--- src/rtl/wb_pkg.sv ---
// Shared Wishbone defaults, arbiter state encoding and a small modular-increment helper.
// Pure declarations; no logic or state.
package wb_pkg;

  localparam int WB_ADR_W = 32;
  localparam int WB_DAT_W = 32;
  localparam int WB_SEL_W = 4;

  typedef enum logic {
    ST_IDLE  = 1'b0,
    ST_GRANT = 1'b1
  } arb_state_e;

  function automatic int wrap_inc(input int v, input int n);
    return (v + 1 >= n) ? 0 : v + 1;
  endfunction

endpackage

--- src/rtl/wb_arbiter_if.sv ---
// Bundle of master-side and slave-side Wishbone signals around the arbiter.
// slave modport is the arbiter's view; master modport is the surrounding system's view.
interface wb_arbiter_if
  import wb_pkg::*;
#(
  parameter int NUM_MASTERS = 4,
  parameter int ADR_W       = WB_ADR_W,
  parameter int DAT_W       = WB_DAT_W,
  parameter int SEL_W       = WB_SEL_W
);

  logic [NUM_MASTERS-1:0]       m_cyc_i;
  logic [NUM_MASTERS-1:0]       m_stb_i;
  logic [NUM_MASTERS-1:0]       m_we_i;
  logic [NUM_MASTERS*ADR_W-1:0] m_adr_i;
  logic [NUM_MASTERS*SEL_W-1:0] m_sel_i;
  logic [NUM_MASTERS*DAT_W-1:0] m_dat_i;
  logic [DAT_W-1:0]             m_dat_o;
  logic [NUM_MASTERS-1:0]       m_ack_o;
  logic [NUM_MASTERS-1:0]       m_err_o;
  logic [NUM_MASTERS-1:0]       m_rty_o;
  logic [NUM_MASTERS-1:0]       gnt_o;
  logic                         s_cyc_o;
  logic                         s_stb_o;
  logic                         s_we_o;
  logic [ADR_W-1:0]             s_adr_o;
  logic [SEL_W-1:0]             s_sel_o;
  logic [DAT_W-1:0]             s_dat_o;
  logic [DAT_W-1:0]             s_dat_i;
  logic                         s_ack_i;
  logic                         s_err_i;
  logic                         s_rty_i;

  modport slave (
    input  m_cyc_i, m_stb_i, m_we_i, m_adr_i, m_sel_i, m_dat_i,
    input  s_dat_i, s_ack_i, s_err_i, s_rty_i,
    output m_dat_o, m_ack_o, m_err_o, m_rty_o, gnt_o,
    output s_cyc_o, s_stb_o, s_we_o, s_adr_o, s_sel_o, s_dat_o
  );

  modport master (
    output m_cyc_i, m_stb_i, m_we_i, m_adr_i, m_sel_i, m_dat_i,
    output s_dat_i, s_ack_i, s_err_i, s_rty_i,
    input  m_dat_o, m_ack_o, m_err_o, m_rty_o, gnt_o,
    input  s_cyc_o, s_stb_o, s_we_o, s_adr_o, s_sel_o, s_dat_o
  );

endinterface

--- src/rtl/wb_arbiter_rr_pick.sv ---
// Combinational round-robin picker: one-hot grant to the first request at or after ptr_i.
// Zero latency; all-zero output when nothing is requesting.
module rr_pick #(
  parameter int N = 4,
  localparam int PTR_W = $clog2(N)
) (
  input  logic [N-1:0]     req_i,
  input  logic [PTR_W-1:0] ptr_i,
  output logic [N-1:0]     gnt_o
);

  logic             found;
  logic [PTR_W-1:0] idx;
  int               sum;

  always_comb begin
    gnt_o = '0;
    found = 1'b0;
    idx   = '0;
    sum   = 0;
    for (int i = 0; i < N; i++) begin
      sum = int'(ptr_i) + i;
      if (sum >= N) sum = sum - N;
      idx = PTR_W'(sum);
      if (!found && req_i[idx]) begin
        gnt_o[idx] = 1'b1;
        found      = 1'b1;
      end
    end
  end

endmodule

--- src/rtl/wb_arbiter.sv ---
// Round-robin Wishbone classic arbiter holding the bus for a whole cyc; grant 1 cycle after request.
// Terminations pass through combinationally; a watchdog ends strobes stalled for TIMEOUT cycles with err.
module wb_arbiter
  import wb_pkg::*;
#(
  parameter int NUM_MASTERS = 4,
  parameter int ADR_W       = WB_ADR_W,
  parameter int DAT_W       = WB_DAT_W,
  parameter int SEL_W       = WB_SEL_W,
  parameter int TIMEOUT     = 255
) (
  input logic         clk_i,
  input logic         rst_n_i,
  wb_arbiter_if.slave bus
);

  localparam int PTR_W = $clog2(NUM_MASTERS);
  localparam int WD_W  = (TIMEOUT > 0) ? $clog2(TIMEOUT + 1) : 1;
  localparam logic [WD_W-1:0] WD_MAX = WD_W'(TIMEOUT);

  arb_state_e             state_q, state_d;
  logic [NUM_MASTERS-1:0] gnt_q, gnt_d, pick;
  logic [PTR_W-1:0]       ptr_q, ptr_d, g_idx;
  logic [WD_W-1:0]        wd_cnt_q, wd_cnt_d;
  logic                   granted, g_cyc, g_stb, s_term, s_stb, wd_err;

  logic [ADR_W-1:0] adr_arr [NUM_MASTERS];
  logic [SEL_W-1:0] sel_arr [NUM_MASTERS];
  logic [DAT_W-1:0] dat_arr [NUM_MASTERS];

  rr_pick #(.N(NUM_MASTERS)) u_pick (
    .req_i (bus.m_cyc_i),
    .ptr_i (ptr_q),
    .gnt_o (pick)
  );

  always_comb begin
    g_idx = '0;
    for (int i = 0; i < NUM_MASTERS; i++) begin
      if (gnt_q[i]) g_idx = PTR_W'(i);
      adr_arr[i] = bus.m_adr_i[i*ADR_W +: ADR_W];
      sel_arr[i] = bus.m_sel_i[i*SEL_W +: SEL_W];
      dat_arr[i] = bus.m_dat_i[i*DAT_W +: DAT_W];
    end
  end

  assign granted = (state_q == ST_GRANT);
  assign g_cyc   = bus.m_cyc_i[g_idx];
  assign g_stb   = bus.m_stb_i[g_idx];
  assign s_term  = bus.s_ack_i | bus.s_err_i | bus.s_rty_i;

  // A real slave termination in the trip cycle wins over the watchdog.
  assign wd_err = (TIMEOUT != 0) && granted && g_stb && !s_term && (wd_cnt_q == WD_MAX);
  assign s_stb  = granted && g_stb && !wd_err;

  always_comb begin
    state_d  = state_q;
    gnt_d    = gnt_q;
    ptr_d    = ptr_q;
    wd_cnt_d = '0;
    case (state_q)
      ST_IDLE: begin
        if (|bus.m_cyc_i) begin
          state_d = ST_GRANT;
          gnt_d   = pick;
        end
      end
      ST_GRANT: begin
        if (!g_cyc) begin
          state_d = ST_IDLE;
          gnt_d   = '0;
          ptr_d   = PTR_W'(wrap_inc(int'(g_idx), NUM_MASTERS));
        end else if (s_stb && !s_term && (TIMEOUT != 0)) begin
          wd_cnt_d = wd_cnt_q + 1'b1;
        end
      end
    endcase
  end

  always_ff @(posedge clk_i or negedge rst_n_i) begin
    if (!rst_n_i) begin
      state_q  <= ST_IDLE;
      gnt_q    <= '0;
      ptr_q    <= '0;
      wd_cnt_q <= '0;
    end else begin
      state_q  <= state_d;
      gnt_q    <= gnt_d;
      ptr_q    <= ptr_d;
      wd_cnt_q <= wd_cnt_d;
    end
  end

  // Everything slave-facing is gated by the registered state so reset drops it at once.
  assign bus.gnt_o   = gnt_q;
  assign bus.s_cyc_o = granted && g_cyc;
  assign bus.s_stb_o = s_stb;
  assign bus.s_we_o  = granted && bus.m_we_i[g_idx];
  assign bus.s_adr_o = granted ? adr_arr[g_idx] : '0;
  assign bus.s_sel_o = granted ? sel_arr[g_idx] : '0;
  assign bus.s_dat_o = granted ? dat_arr[g_idx] : '0;
  assign bus.m_dat_o = bus.s_dat_i;
  assign bus.m_ack_o = (granted && g_stb && bus.s_ack_i) ? gnt_q : '0;
  assign bus.m_err_o = (granted && g_stb && (bus.s_err_i || wd_err)) ? gnt_q : '0;
  assign bus.m_rty_o = (granted && g_stb && bus.s_rty_i) ? gnt_q : '0;

endmodule
--- src/flat_wrapper.sv ---
// flat-port wrapper written by rule: the top's interface ports become plain ports
module wb_arbiter_flat import wb_pkg::*;
#(
  parameter int NUM_MASTERS = 4,
  parameter int ADR_W       = WB_ADR_W,
  parameter int DAT_W       = WB_DAT_W,
  parameter int SEL_W       = WB_SEL_W,
  parameter int TIMEOUT     = 255
)
  (clk_i, rst_n_i, bus_m_cyc_i, bus_m_stb_i, bus_m_we_i, bus_m_adr_i, bus_m_sel_i, bus_m_dat_i, bus_s_dat_i, bus_s_ack_i, bus_s_err_i, bus_s_rty_i, bus_m_dat_o, bus_m_ack_o, bus_m_err_o, bus_m_rty_o, bus_gnt_o, bus_s_cyc_o, bus_s_stb_o, bus_s_we_o, bus_s_adr_o, bus_s_sel_o, bus_s_dat_o);
  wb_arbiter_if #(.NUM_MASTERS(NUM_MASTERS), .ADR_W(ADR_W), .DAT_W(DAT_W), .SEL_W(SEL_W)) bus_i ();
  input logic clk_i;
  input logic rst_n_i;
  input wire logic [$bits(bus_i.m_cyc_i)-1:0] bus_m_cyc_i;
  input wire logic [$bits(bus_i.m_stb_i)-1:0] bus_m_stb_i;
  input wire logic [$bits(bus_i.m_we_i)-1:0] bus_m_we_i;
  input wire logic [$bits(bus_i.m_adr_i)-1:0] bus_m_adr_i;
  input wire logic [$bits(bus_i.m_sel_i)-1:0] bus_m_sel_i;
  input wire logic [$bits(bus_i.m_dat_i)-1:0] bus_m_dat_i;
  input wire logic [$bits(bus_i.s_dat_i)-1:0] bus_s_dat_i;
  input wire logic [$bits(bus_i.s_ack_i)-1:0] bus_s_ack_i;
  input wire logic [$bits(bus_i.s_err_i)-1:0] bus_s_err_i;
  input wire logic [$bits(bus_i.s_rty_i)-1:0] bus_s_rty_i;
  output wire logic [$bits(bus_i.m_dat_o)-1:0] bus_m_dat_o;
  output wire logic [$bits(bus_i.m_ack_o)-1:0] bus_m_ack_o;
  output wire logic [$bits(bus_i.m_err_o)-1:0] bus_m_err_o;
  output wire logic [$bits(bus_i.m_rty_o)-1:0] bus_m_rty_o;
  output wire logic [$bits(bus_i.gnt_o)-1:0] bus_gnt_o;
  output wire logic [$bits(bus_i.s_cyc_o)-1:0] bus_s_cyc_o;
  output wire logic [$bits(bus_i.s_stb_o)-1:0] bus_s_stb_o;
  output wire logic [$bits(bus_i.s_we_o)-1:0] bus_s_we_o;
  output wire logic [$bits(bus_i.s_adr_o)-1:0] bus_s_adr_o;
  output wire logic [$bits(bus_i.s_sel_o)-1:0] bus_s_sel_o;
  output wire logic [$bits(bus_i.s_dat_o)-1:0] bus_s_dat_o;
  assign bus_i.m_cyc_i = bus_m_cyc_i;
  assign bus_i.m_stb_i = bus_m_stb_i;
  assign bus_i.m_we_i = bus_m_we_i;
  assign bus_i.m_adr_i = bus_m_adr_i;
  assign bus_i.m_sel_i = bus_m_sel_i;
  assign bus_i.m_dat_i = bus_m_dat_i;
  assign bus_i.s_dat_i = bus_s_dat_i;
  assign bus_i.s_ack_i = bus_s_ack_i;
  assign bus_i.s_err_i = bus_s_err_i;
  assign bus_i.s_rty_i = bus_s_rty_i;
  assign bus_m_dat_o = bus_i.m_dat_o;
  assign bus_m_ack_o = bus_i.m_ack_o;
  assign bus_m_err_o = bus_i.m_err_o;
  assign bus_m_rty_o = bus_i.m_rty_o;
  assign bus_gnt_o = bus_i.gnt_o;
  assign bus_s_cyc_o = bus_i.s_cyc_o;
  assign bus_s_stb_o = bus_i.s_stb_o;
  assign bus_s_we_o = bus_i.s_we_o;
  assign bus_s_adr_o = bus_i.s_adr_o;
  assign bus_s_sel_o = bus_i.s_sel_o;
  assign bus_s_dat_o = bus_i.s_dat_o;
  wb_arbiter #(.NUM_MASTERS(NUM_MASTERS), .ADR_W(ADR_W), .DAT_W(DAT_W), .SEL_W(SEL_W), .TIMEOUT(TIMEOUT)) u_core (.clk_i(clk_i), .rst_n_i(rst_n_i), .bus(bus_i));
endmodule
--- config.mk ---
export PLATFORM = sky130hd
export DESIGN_NAME = wb_arbiter_flat
export DESIGN_NICKNAME = d
export VERILOG_FILES = /design/src/rtl/wb_pkg.sv /design/src/rtl/wb_arbiter_if.sv /design/src/rtl/wb_arbiter_rr_pick.sv /design/src/rtl/wb_arbiter.sv /design/src/flat_wrapper.sv
export SDC_FILE = /design/constraint.sdc
export NUM_CORES = 1
export LEC_CHECK = 0
export BUFFER_PORTS_ARGS = -buffer_cell sky130_fd_sc_hd__buf_4
export CAP_MARGIN = 20
export CORE_AREA = 2 2 171 173
export CTS_CLUSTER_DIAMETER = 50
export DETAILED_ROUTE_END_ITERATION = 8
export DIE_AREA = 0 0 173 175
export HOLD_SLACK_MARGIN = 0.02
export PLACE_DENSITY = 0.46
export SETUP_SLACK_MARGIN = 0.05
export SLEW_MARGIN = 40
export SYNTH_ARGS = -nofsm -noshare
export SYNTH_HDL_FRONTEND = slang
export SYNTH_SLANG_ARGS = --single-unit
--- constraint.sdc ---
create_clock -name clk_i -period 1.9 [get_ports clk_i]
set_input_delay 0.095 -clock clk_i [delete_from_list [all_inputs] [get_ports clk_i]]
set_output_delay 0.095 -clock clk_i [all_outputs]
set_load 0.01 [all_outputs]
# Word level (Yosys, flattened, before mapping)
# Index checks and enable logic that the tools add are counted.
[totals]
register_bits = 15
in_bits = 321
out_inout_bits = 119
wordCells = 126
[op_classes]
n_addsub = 9
magnitude_cmp = 15
n_eq_ne = 3
mux = 61
bitwise = 8
n_reduce_logical = 26
[ops]
columns = ["cell", "n"]
rows = [
  ["two-way mux 32 bit", 6],
  ["binary-select mux 32 bit (select 2 bit)", 2],
  ["two-way mux 4 bit", 12],
  ["two-way mux 8 bit", 3],
  ["logical AND 1 bit", 17],
  ["two-way mux 1 bit", 17],
  [">= comparator 3 bit, second input constant", 5],
  ["< comparator 2 x 3 -> 1 bit, second input constant", 5],
  ["binary-select mux 1 bit (select 2 bit)", 7],
  ["two-way mux 2 bit", 7],
  ["OR 4 bit", 3],
  ["adder 8 x 1 -> 8 bit, second input constant", 1],
  ["binary-select mux 4 bit (select 2 bit)", 1],
  ["demux 1 bit (select 2 bit)", 4],
  ["equality test 8 bit, second input constant", 1],
  [">= comparator 2 x 1 -> 1 bit, second input constant", 4],
  ["one-hot mux 4 bit (2 select lines)", 1],
  ["subtractor 2 x 1 -> 2 bit, second input constant", 4],
  ["adder 2 x 1 -> 3 bit, second input constant", 2],
  ["adder 2 x 2 -> 3 bit, second input constant", 2],
  ["zero test 1 bit", 5],
  ["AND reduction 2 bit", 2],
  ["OR reduction 4 bit", 1],
  [">= comparator 2 x 3 -> 1 bit, second input constant", 1],
  ["other kinds (7)", 9],
]

# Longest topological paths before layout
# Gate-level depths: netlist of the first run.
[logic_depth]
ltp_word = 16
mapped_depth = 8
depth_no_buf = 7

# Modules after synthesis
# From an unflattened synthesis of the first run, not the netlist that was laid out.
[hier_totals]
cells_unflattened = 542
area_unflattened_um2 = 3856.2
[by_module_without_submodules]
columns = ["mod", "n_inst", "cells_per_inst", "area_each_um2", "seq_area_each_um2"]
rows = [
  ["wb_arbiter", 1, 512, 3553.4, 375.4],
  ["rr_pick", 1, 30, 302.8, 0.0],
]

# Worst setup path before layout of the first run
# OpenSTA, ideal clock, no wires.
[synth_timing]
path_type = "reg-to-reg"
startpoint = "reg u_core.ptr_q[0]"
endpoint = "reg u_core.gnt_q[3], in the netlist u_core.bus.gnt_o[3]"
setup_ps = 139
arrival_ps = 1776
required_ps = 1761
path_slack_ps = -15
stages_incl_launch_ff = 9
n_path_buf = 1
period_less_slack_ps = 1915
cell_sequence = "dfrtp_1 > inv_1 > ha_1 > buf_2 > mux2i_1 > mux2_2 > nor2_2 > a221oi_1 > a22oi_1"
[synth_between]
elab_chain_len = 16
elab_cells_between_ends = 61
cone_classes = "add/sub (7); order compare (12); mux (29); bitwise (3); reduce/logical (10)"
[synth_lines]
columns = ["item", "line_no", "text"]
rows = [
  ["start, declared", "wb_arbiter.sv:23", "logic [PTR_W-1:0] ptr_q, ptr_d, g_idx;"],
  ["start signal, assigned", "wb_arbiter.sv:89", "ptr_q <= ptr_d;"],
  ["branches (longest 13 deep; another with adder 2 x 1 -> 3 bit)", "n/a", ""],
  ["two-way mux 4 bit *", "wb_arbiter_rr_pick.sv:25", "if (!found && req_i[idx]) begin"],
  ["two-way mux 4 bit *", "wb_arbiter.sv:63", "if (|bus.m_cyc_i) begin"],
  ["one-hot mux 4 bit (2 select lines) *", "wb_arbiter.sv:61", "case (state_q)"],
  ["end signal, assigned", "wb_arbiter.sv:88", "gnt_q <= gnt_d;"],
  ["end, declared", "wb_arbiter.sv:22", "logic [NUM_MASTERS-1:0] gnt_q, gnt_d, pick;"],
]
# Every way passes the cells marked *. The select of a mux whose other input is x is not followed.
# A chain may end at the register's enable or synchronous reset.

# Final worst setup path of the first run
[layout_timing]
startpoint = "reg u_core.gnt_q[1], in the netlist u_core.bus.gnt_o[1]"
endpoint = "out bus_s_adr_o[23]"
[layout_between]
elab_chain_len = 8
[layout_lines]
columns = ["item", "line_no", "text"]
rows = [
  ["two-way mux 1 bit", "wb_arbiter.sv:40", "if (gnt_q[i]) g_idx = PTR_W'(i);"],
  ["two-way mux 2 bit (2 in series)", "wb_arbiter.sv:40", ""],
  ["NOT 2 -> 3 bit (not written as such)", "wb_arbiter.sv:99", "assign bus.s_adr_o = granted ? adr_arr[g_idx] : '0;"],
  ["binary-select mux 32 bit (select 2 bit)", "wb_arbiter.sv:99", ""],
  ["two-way mux 32 bit (not written as such) (2 in series)", "wb_arbiter.sv:99", ""],
  ["two-way mux 32 bit", "wb_arbiter.sv:99", ""],
  ["end, declared", "flat_wrapper.sv:32", "output wire logic [$bits(bus_i.s_adr_o)-1:0] bus_s_adr_o;"],
]
# Every way passes these cells. The select of a mux whose other input is x is not followed.

==> results.md, run 1 <==
| Stage | Metric | This run |
| --- | --- | --- |
| finish | Area grow syn2layout | 93.4% |
| cts | Clock-pin transition on the worst setup and hold timing paths | 0.05 ns |
| run | MaxCap Viol Count | 0 |
| global route | Global-route wire length before repair | 31500 microns |
| timing | Fin crit period | 1.98 ns |
| status | Failing checks | negative setup slack |
| yosys | Area share of the leading cell type in the synthesized netlist | 21.5% |
| floorplanning | Full die area | 0.0303 sq mm |
| global route | Pin count of the biggest net entering global routing | 52 |
| power and ir drop | Max rail drop VDD | 0.604 mV |
| yosys | Post-synthesis mux area share | 21.4% |
| floorplanning | I/O Pins | 440 |
| routing | Average detailed-routed wire length per instance | 16.3 microns |
| yosys | Ranking of synthesized cells by area | sky130_fd_sc_hd__nand2_1, sky130_fd_sc_hd__mux2i_1, sky130_fd_sc_hd__a21oi_1, sky130_fd_sc_hd__dfrtp_1, sky130_fd_sc_hd__o21ai_0 |
| cts | Depth of the CTS H-tree | 1 |
| placed design | Buffers added on ports | 375 |
| routing | Final wirelength | 21800 microns |
| routing | Sum of met2 wire segment lengths after detailed routing | 10700 microns |
| yosys | Number of enable flip-flop cells after synthesis | 0 |
| yosys | Area fraction in compound gates after synthesis | 23.0% |
| setup path | Maximum fanout along the worst path | 15 |
| setup path | CP endpoint kind | output pin |
| timing | Hold Vio Cnt, Final | 0 |
| placed design | Total placed instance area | 0.00684 sq mm |
| timing | Final period utilization | 104% |
| yosys | FF+latch count, synth | 15 |
| cts | Maximum number of buffers from clock root to sink | 2 |
| yosys | Net count of the mapped netlist | 952 |
| yosys | Synthesized area per cell | 6.06 sq um |
| routing | Vias after detailed routing | 5469 |
| routing | Metal-1 WL | 9440 microns |
| routing | Remaining DRCs | 0 |
| power and ir drop | Static power due to leakage | 3.49 nW |
| timing | Unrepaired setup endpoints after global routing | true |
| timing | Final Skew | 0.00134 ns |
| floorplanning | Die boundary width | 173 microns |
| yosys | Async S/R FF share, synth | 100% |
| timing | Setup-violating endpoint count in the final report | 9 |
| setup path | Kind of launch point of the worst setup path | flop |
| yosys | Cell accounting for the most synthesized area | sky130_fd_sc_hd__nand2_1 |
| yosys | Number of different library cells in the post-synthesis netlist | 46 |
| yosys | Post-Synthesis Cells | 624 |
| placed design | Detailed placement HPWL | 16000 microns |
| cts | Worst-skew pair later-pin latency | 0.25 ns |
| finish | Post-route cell area | 0.00731 sq mm |
| floorplanning | Number of cell rows | 62 |
| yosys | Syn Std Cell Area | 0.00378 sq mm |
| finish | Number of nets in the final layout | 1280 |
| yosys | Xor and xnor area share after synthesis | 1.39% |
| global route | GRT Util Overall | 13.0% |
| yosys | Combinational family with the most area after synthesis | simple AND/OR/NAND/NOR gates |
| routing | Via/cell ratio | 4.09 |
| placed design | GPL Wtd Cong | 0.837 |
| timing | Worst-case headroom to the max-slew limit | 64.0% |
| routing | Final ANT Viol Nets | 0 |
| yosys | Most common library cells after synthesis | sky130_fd_sc_hd__nand2_1, sky130_fd_sc_hd__a21oi_1, sky130_fd_sc_hd__mux2i_1, sky130_fd_sc_hd__o21ai_0, sky130_fd_sc_hd__buf_4 |
| yosys | Simple-Gate Fraction of Synth Area | 28.9% |
| floorplanning | Height of the die | 175 microns |
| timing | Max Clk Rate | 505 MHz |
| power and ir drop | Power per cell area | 1310 mW/mm^2 |
| cts | TritonCTS clock tree | done |
| setup path | Worst endpoint required time | 1.80 ns |
| yosys | Flip-flop cell with the highest count after synthesis | sky130_fd_sc_hd__dfrtp_1 |
| yosys | Most used standard cell by instance count after synthesis | sky130_fd_sc_hd__nand2_1 |
| floorplanning | Core Region | 0.0284 sq mm |
| setup path | CP arrival | 1.89 ns |
| status | Outcome | finished, violations left |
| cts | Number of clock sinks | 15 |
| global route | Initial antenna violation count | 1 |
| finish | Fraction of layout instances using a drive strength above 1 | 49.8% |
| floorplanning | Starting Density | 13.3% |
| cts | Clock buffers created by TritonCTS | 3 |
| routing | Initial drt markers | 267 |
| placed design | Inst Count DP | 1320 |
| routing | DR WL met3 | 1470 microns |
| setup path | Worst setup path category | flop to output pin |
| timing | PnR worst setup slack | -0.0807 ns |
| cts | Buffer type at the clock tree root | sky130_fd_sc_hd__clkbuf_16 |
| routing | Pre-Repair DR Iteration Count | 4 |
| finish | Filler cells | 3174 |
| yosys | Seq/Total Area, Yosys | 9.93% |
| global route | Gr ovfl total | 0 |
| global route | Via count of the first global-routing pass | 5423 |
| routing | Highest routed metal layer | met4 |
| timing | Pin slew with the least headroom to its limit | 0.540 ns |
| timing | Number of pins exceeding their max-slew limit in the final report | 0 |
| yosys | Synth Area in Adders | 2.32% |
| worst hold path | Class of the worst hold path | input port to output pin |
| yosys | Count of warnings emitted by yosys | 0 |
| finish | Fin util | 25.8% |
| timing | Sum Neg Setup Slack | -0.411 ns |
| finish | Final Non-Filler Cells | 1336 |
## cells by family after synthesis
group / Yosys count
AND/OR/NAND/NOR: 265
XOR/XNOR: 6
flip-flops: 15
buffers and inverters: 90
AO/OA/AOI/OAI: 163
adder cells (fa/ha/maj): 7
multiplexers: 78
## through the flow
step,total power [W],worst slack (ns),hold WS (ns)
global placement,0.00819,0.112,-0.0266
CTS,0.00891,-0.0605,0.190
detailed placement,0.00814,0.0833,-0.0268
floorplan,0.00477,0.0708,-0.201
finish,0.00955,-0.0807,0.190
global route,0.0103,-0.131,0.190
## routing by layer
metal  up-vias  track usage (%)
li1       2730                -
met4         0             1.91
met2       239             22.2
met5         -                0
met3        20             2.98
met1      2480             16.9
## layout by cell type (no fill, tap or decap), types with 7 or more instances in the layout
master / instances
sky130_fd_sc_hd__dfrtp_1: 11
sky130_fd_sc_hd__buf_4: 386
sky130_fd_sc_hd__nand2_1: 217
sky130_fd_sc_hd__a21oi_1: 37
sky130_fd_sc_hd__a21oi_2: 38
sky130_fd_sc_hd__nor2_2: 9
sky130_fd_sc_hd__nor2_1: 11
sky130_fd_sc_hd__mux2i_1: 73
sky130_fd_sc_hd__buf_6: 7
sky130_fd_sc_hd__o21ai_1: 57
sky130_fd_sc_hd__o21ai_0: 16
sky130_fd_sc_hd__inv_1: 7
## final cells by class
class                   instances  area [sq um]  share of cell area, %
clock buffers                   3          75.1                   1.03
well taps                     384           480                   6.57
diodes                          1          2.50                 0.0342
clock inverters                 1          7.51                  0.103
flip-flops and latches         15           385                   5.27
repair buffers                404          3220                   44.1
multi-input cells             519          3100                   42.4
inverters                       9          33.8                  0.462
## sequential cells by signal (all words and copies together), names as in the netlist
register and count:
u_core.granted 1, u_core.wd_cnt_q 8, u_core.bus.gnt_o 4, u_core.ptr_q 2
## repair_timing
item,in CTS,in global routing
pin swaps,9,17
endpoints found under the hold margin,15,0
setup buffers,2,4
hold buffers,1,0
gates cloned,1,3
gates resized for setup,50,67
setup endpoints to repair,40,94
## report_power, final
group | switching (W) | internal, W | total, W
logic | 0.00469 | 0.00388 | 0.00857
clock network | 0.000151 | 0.000284 | 0.000435
registers | 0.000123 | 0.000414 | 0.000537
## final timing paths
check                                    startpoint             endpoint  slack [ns]  cells past startpoint
worst min-delay path                bus_s_dat_i[14]      bus_m_dat_o[14]        0.19                      0
worst max-delay path            u_core.bus.gnt_o[1]      bus_s_adr_o[23]       -0.08                      7
worst min register to register   u_core.wd_cnt_q[7]   u_core.wd_cnt_q[7]        0.55                      2
worst max register to register  u_core.bus.gnt_o[1]   u_core.wd_cnt_q[2]        0.05                      7
max in group asynchronous                   rst_n_i  u_core.bus.gnt_o[1]        1.45                      2
min in group asynchronous                   rst_n_i      u_core.ptr_q[0]        0.24                      2
## critical path: stages, from the launching register on
cell	delay, ns
sky130_fd_sc_hd__dfrtp_4	0.52
sky130_fd_sc_hd__buf_4	0.19
sky130_fd_sc_hd__buf_16	0.17
sky130_fd_sc_hd__mux2i_1	0.13
sky130_fd_sc_hd__o21ai_1	0.20
sky130_fd_sc_hd__nand2_1	0.09
sky130_fd_sc_hd__a21oi_1	0.17
sky130_fd_sc_hd__buf_4	0.15
Note: power is estimated with default switching activity, not from simulation.
==> inputs of run 2 (changes only) <==
--- a/config.mk
+++ b/config.mk
@@ -5,6 +5,7 @@
 export SDC_FILE = /design/constraint.sdc
 export NUM_CORES = 1
 export LEC_CHECK = 0
+export ABC_AREA = 1
 export BUFFER_PORTS_ARGS = -buffer_cell sky130_fd_sc_hd__buf_4
 export CAP_MARGIN = 20
 export CORE_AREA = 2 2 171 173
==> run 2 against run 1 <==
The flow still finishes with violations (negative setup slack). Power increased by 35%. Critical path depth is 4 higher. Register-to-register slack better by 0.12 ns. Critical path type unchanged.
==> results.md, run 2 <==
| Stage | Metric | This run | Delta |
| --- | --- | --- | --- |
| cts | Maximum number of buffers from clock root to sink | 2 | unchanged |
| yosys | Most common library cells after synthesis | sky130_fd_sc_hd__nor2_1, sky130_fd_sc_hd__o21ai_0, sky130_fd_sc_hd__a21oi_1 |  |
| yosys | Async S/R FF share, synth | 100% | unchanged |
| cts | Worst-skew pair later-pin latency | 0.25 ns | about the same |
| status | Outcome | finished, violations left |  |
| setup path | Startpoint of the most critical setup path | u_core.bus.gnt_o[2] |  |
| placed design | Detailed placement HPWL | 18800 microns | +17% |
| timing | PnR worst setup slack | -0.00418 ns | +0.0765 ns |
| yosys | FF+latch count, synth | 15 | unchanged |
| yosys | Post-Synthesis Cells | 761 | +22% |
| yosys | Ranking of synthesized cells by area | sky130_fd_sc_hd__nor2_1, sky130_fd_sc_hd__o21ai_0, sky130_fd_sc_hd__dfrtp_1, sky130_fd_sc_hd__a21oi_1, sky130_fd_sc_hd__buf_4 |  |
| routing | Metal-1 WL | 11200 microns | +18% |
| timing | Worst-case headroom to the max-slew limit | 50.1% | -14 points |
| yosys | Net count of the mapped netlist | 1089 | +14% |
| routing | DR WL met3 | 1890 microns | +29% |
| power and ir drop | Power per cell area | 1660 mW/mm^2 | +27% |
| routing | Initial drt markers | 369 | +38% |
| setup path | Critical register-to-register path startpoint | u_core.bus.gnt_o[2] |  |
| routing | Final wirelength | 26400 microns | +21% |
| finish | Post-route cell area | 0.00775 sq mm | +6.0% |
| placed design | Buffers added on ports | 375 | unchanged |
| timing | Final period utilization | 100% | -4.0 points |
| global route | GRT Util Overall | 16.0% | +3.1 points |
| timing | Pin slew with the least headroom to its limit | 0.741 ns | +0.201 ns |
| floorplanning | Height of the die | 175 microns | unchanged |
| yosys | Most used standard cell by instance count after synthesis | sky130_fd_sc_hd__nor2_1 |  |
| finish | Number of nets in the final layout | 1440 | +13% |
| yosys | Count of warnings emitted by yosys | 0 | unchanged |
| timing | Setup-violating endpoint count in the final report | 1 | -8 |
| setup path | Cell depth of the worst flop-to-flop path | 10 | +3 |
| yosys | Area share of the leading cell type in the synthesized netlist | 30.5% | +8.9 points |
| yosys | Seq/Total Area, Yosys | 9.90% | -0.033 points |
| routing | Vias after detailed routing | 6321 | +16% |
| yosys | Syn Std Cell Area | 0.00379 sq mm | +0.33% |
| finish | Fraction of layout instances using a drive strength above 1 | 45.7% | -4.1 points |
| power and ir drop | Static power due to leakage | 3.75 nW | +7.2% |
| finish | Total area of multi-input combinational cells | 0.00304 sq mm | -2.0% |
| finish | Area grow syn2layout | 104% |  |
| worst hold path | Class of the worst hold path | input port to output pin |  |
| cts | Depth of the CTS H-tree | 1 | unchanged |
| cts | Buffer type at the clock tree root | sky130_fd_sc_hd__clkbuf_16 |  |
| setup path | Buf+Inv Stages, Crit Path | 6 | +3 |
| status | Failing checks | negative setup slack |  |
| finish | Register with the most flip-flops | u_core.wd_cnt_q |  |
| setup path | Cell-by-cell listing of the critical path | buf_6 -> nor2_4 -> inv_4 -> nor2_4 -> o21ai_2 -> a21oi_4 -> buf_12 -> buf_6 -> inv_2 -> nor2_2 -> buf_4 |  |
| worst hold path | Origin of the worst min-delay path | bus_s_dat_i[11] |  |
| global route | Gr ovfl total | 0 | unchanged |
| routing | Highest routed metal layer | met4 |  |
| run | MaxCap Viol Count | 0 | unchanged |
| floorplanning | I/O Pins | 440 | unchanged |
| setup path | Critical path's slowest cell | sky130_fd_sc_hd__dfrtp_1 |  |
| setup path | Worst endpoint required time | 1.80 ns | about the same |
| timing | Hold Vio Cnt, Final | 0 | unchanged |
| setup path | CP endpoint kind | output pin |  |
| yosys | Number of different library cells in the post-synthesis netlist | 28 | -39% |
| cts | TritonCTS clock tree | done |  |
| yosys | Number of enable flip-flop cells after synthesis | 0 | unchanged |
| routing | Via/cell ratio | 4.22 | +3.1% |
| setup path | Gate family responsible for the most delay along the worst path | buffers and inverters |  |
| timing | Unrepaired setup endpoints after global routing | true |  |
| setup path | CP arrival | 1.81 ns | -0.08 ns |
| floorplanning | Die boundary width | 173 microns | unchanged |
| timing | Fin crit period | 1.90 ns | -0.0765 ns |
| power and ir drop | Max rail drop VDD | 0.859 mV | +42% |
| setup path | Stages on the worst setup path | 11 | +4 |
| finish | Filler cells | 3234 | +1.9% |
| finish | Most common library cell in the layout ignoring fill and taps | sky130_fd_sc_hd__buf_4 |  |
| finish | Sequential cell area | 377 sq um | -2.3% |
| yosys | Flip-flop cell with the highest count after synthesis | sky130_fd_sc_hd__dfrtp_1 |  |
| placed design | GPL Wtd Cong | 0.861 | +2.9% |
| yosys | Synthesized area per cell | 4.98 sq um | -18% |
| setup path | Worst reg-to-reg setup slack | 0.17 ns | +0.12 ns |
| finish | Most frequent cells in the layout | sky130_fd_sc_hd__buf_4, sky130_fd_sc_hd__nor2_1, sky130_fd_sc_hd__o21ai_0 |  |
| floorplanning | Starting Density | 13.4% | +0.044 points |
| floorplanning | Full die area | 0.0303 sq mm | unchanged |
| finish | Flip-flop count of the largest register, all copies and words added | 8 | unchanged |
| setup path | Maximum fanout along the worst path | 5 | -10 |
| setup path | Kind of launch point of the worst setup path | flop |  |
| cts | Number of clock sinks | 15 | unchanged |
| timing | Max Clk Rate | 525 MHz | +4.0% |
| global route | Global-route wire length before repair | 38000 microns | +20% |
| setup path | Delay contributed by the slowest stage of the critical path | 0.39 ns | -0.13 ns |
| setup path | Worst setup path category | flop to output pin |  |
| global route | Initial antenna violation count | 3 | +2 |
| global route | Pin count of the biggest net entering global routing | 34 | -35% |
| setup path | Capturing instance or port of the critical path | bus_s_stb_o |  |
| timing | Number of pins exceeding their max-slew limit in the final report | 0 | unchanged |
| yosys | Cell accounting for the most synthesized area | sky130_fd_sc_hd__nor2_1 |  |
| floorplanning | Number of cell rows | 62 | unchanged |
| cts | Clock buffers created by TritonCTS | 3 | unchanged |
| routing | Average detailed-routed wire length per instance | 17.6 microns | +8.1% |
| placed design | Worst setup slack before clock tree synthesis | 0.0822 ns | -0.00112 ns |
| setup path | Worst flop-to-flop path endpoint | u_core.wd_cnt_q[3] |  |
| routing | Sum of met2 wire segment lengths after detailed routing | 12800 microns | +20% |
| placed design | Total placed instance area | 0.00693 sq mm | +1.4% |
| routing | Final ANT Viol Nets | 0 | unchanged |
| routing | Pre-Repair DR Iteration Count | 5 | +1 |
| global route | Via count of the first global-routing pass | 6372 | +17% |
| routing | Remaining DRCs | 0 | unchanged |
| floorplanning | Core Region | 0.0284 sq mm | unchanged |
| timing | Final Skew | 0.00344 ns | +0.00210 ns |
| cts | Clock-pin transition on the worst setup and hold timing paths | 0.05 ns | about the same |
## run 2: changes by cell type after synthesis, sizes merged, moves of 9 or more
cell    change
mux2i      -74
o21ai      +72
nor2      +288
nand3      +26
inv        +19
clkbuf      +9
nand2     -158
## run 2: power breakdown
part           internal [W]  switching (W)  total (W)
clock network      0.000284       0.000129   0.000413
registers          0.000387      0.0000678   0.000455
logic               0.00530        0.00673     0.0120
## run 2: how the worst min path moves through the flow
stage	end	slack (ns)	cells past startpoint
floorplan	u_core.bus.gnt_o[0]	-0.20	0
global placement	u_core.wd_cnt_q[2]	-0.03	1
detailed placement	u_core.wd_cnt_q[0]	-0.03	1
CTS	bus_m_dat_o[18]	0.19	0
global route	bus_m_dat_o[11]	0.19	0
finish	bus_m_dat_o[11]	0.19	0
## run 2: repair_timing
action / CTS / global route
gates cloned: 6 / 3
gates resized for setup: 44 / 76
setup endpoints to repair: 72 / 86
endpoints found under the hold margin: 15 / 0
hold buffers: 1 / 0
pin swaps: 8 / 24
setup buffers: 11 / 9
## run 2: final cells by class
cell class | instances | share of cell area [%]
timing repair buffer | 432 | 47.2
multi-input combinational | 633 | 39.2
tap | 384 | 6.20
sequential | 15 | 4.86
inverter | 27 | 1.40
clock buffer | 4 | 1.02
antenna | 3 | 0.0968
## run 2: metal layers
| metal | GRT usage [%] | up-vias |
|---|---|---|
| met5 | 0 | - |
| met4 | 4.03 | 0 |
| met3 | 3.50 | 43 |
| met2 | 28.0 | 300 |
| met1 | 20.0 | 2823 |
| li1 | - | 3155 |
## run 2: kinds of logic (layout without fill, tap and decap cells)
logic type | count (synthesis) | count (layout) | synth area share (%)
AO/OA/AOI/OAI | 220 | 220 | 29.8
flip-flops | 15 | 15 | 9.90
buffers and inverters | 113 | 463 | 15.2
adder cells (fa/ha/maj) | 7 | 7 | 2.31
other | 0 | 3 | 0
AND/OR/NAND/NOR | 404 | 404 | 42.3
XOR/XNOR | 2 | 2 | 0.462
## run 2: through the flow
stage	setup TNS [ns]	power (W)	std cells	hold slack, ns	util, %
floorplan	0	0.00577	761	-0.201	-
global placement	0	0.0104	1461	-0.0331	24.4
detailed placement	0	0.0104	1461	-0.0349	24.4
CTS	-0.0342	0.0122	1483	0.190	26.1
global route	-2.41	0.0140	1497	0.190	27.3
finish	-0.00418	0.0129	1498	0.190	27.3
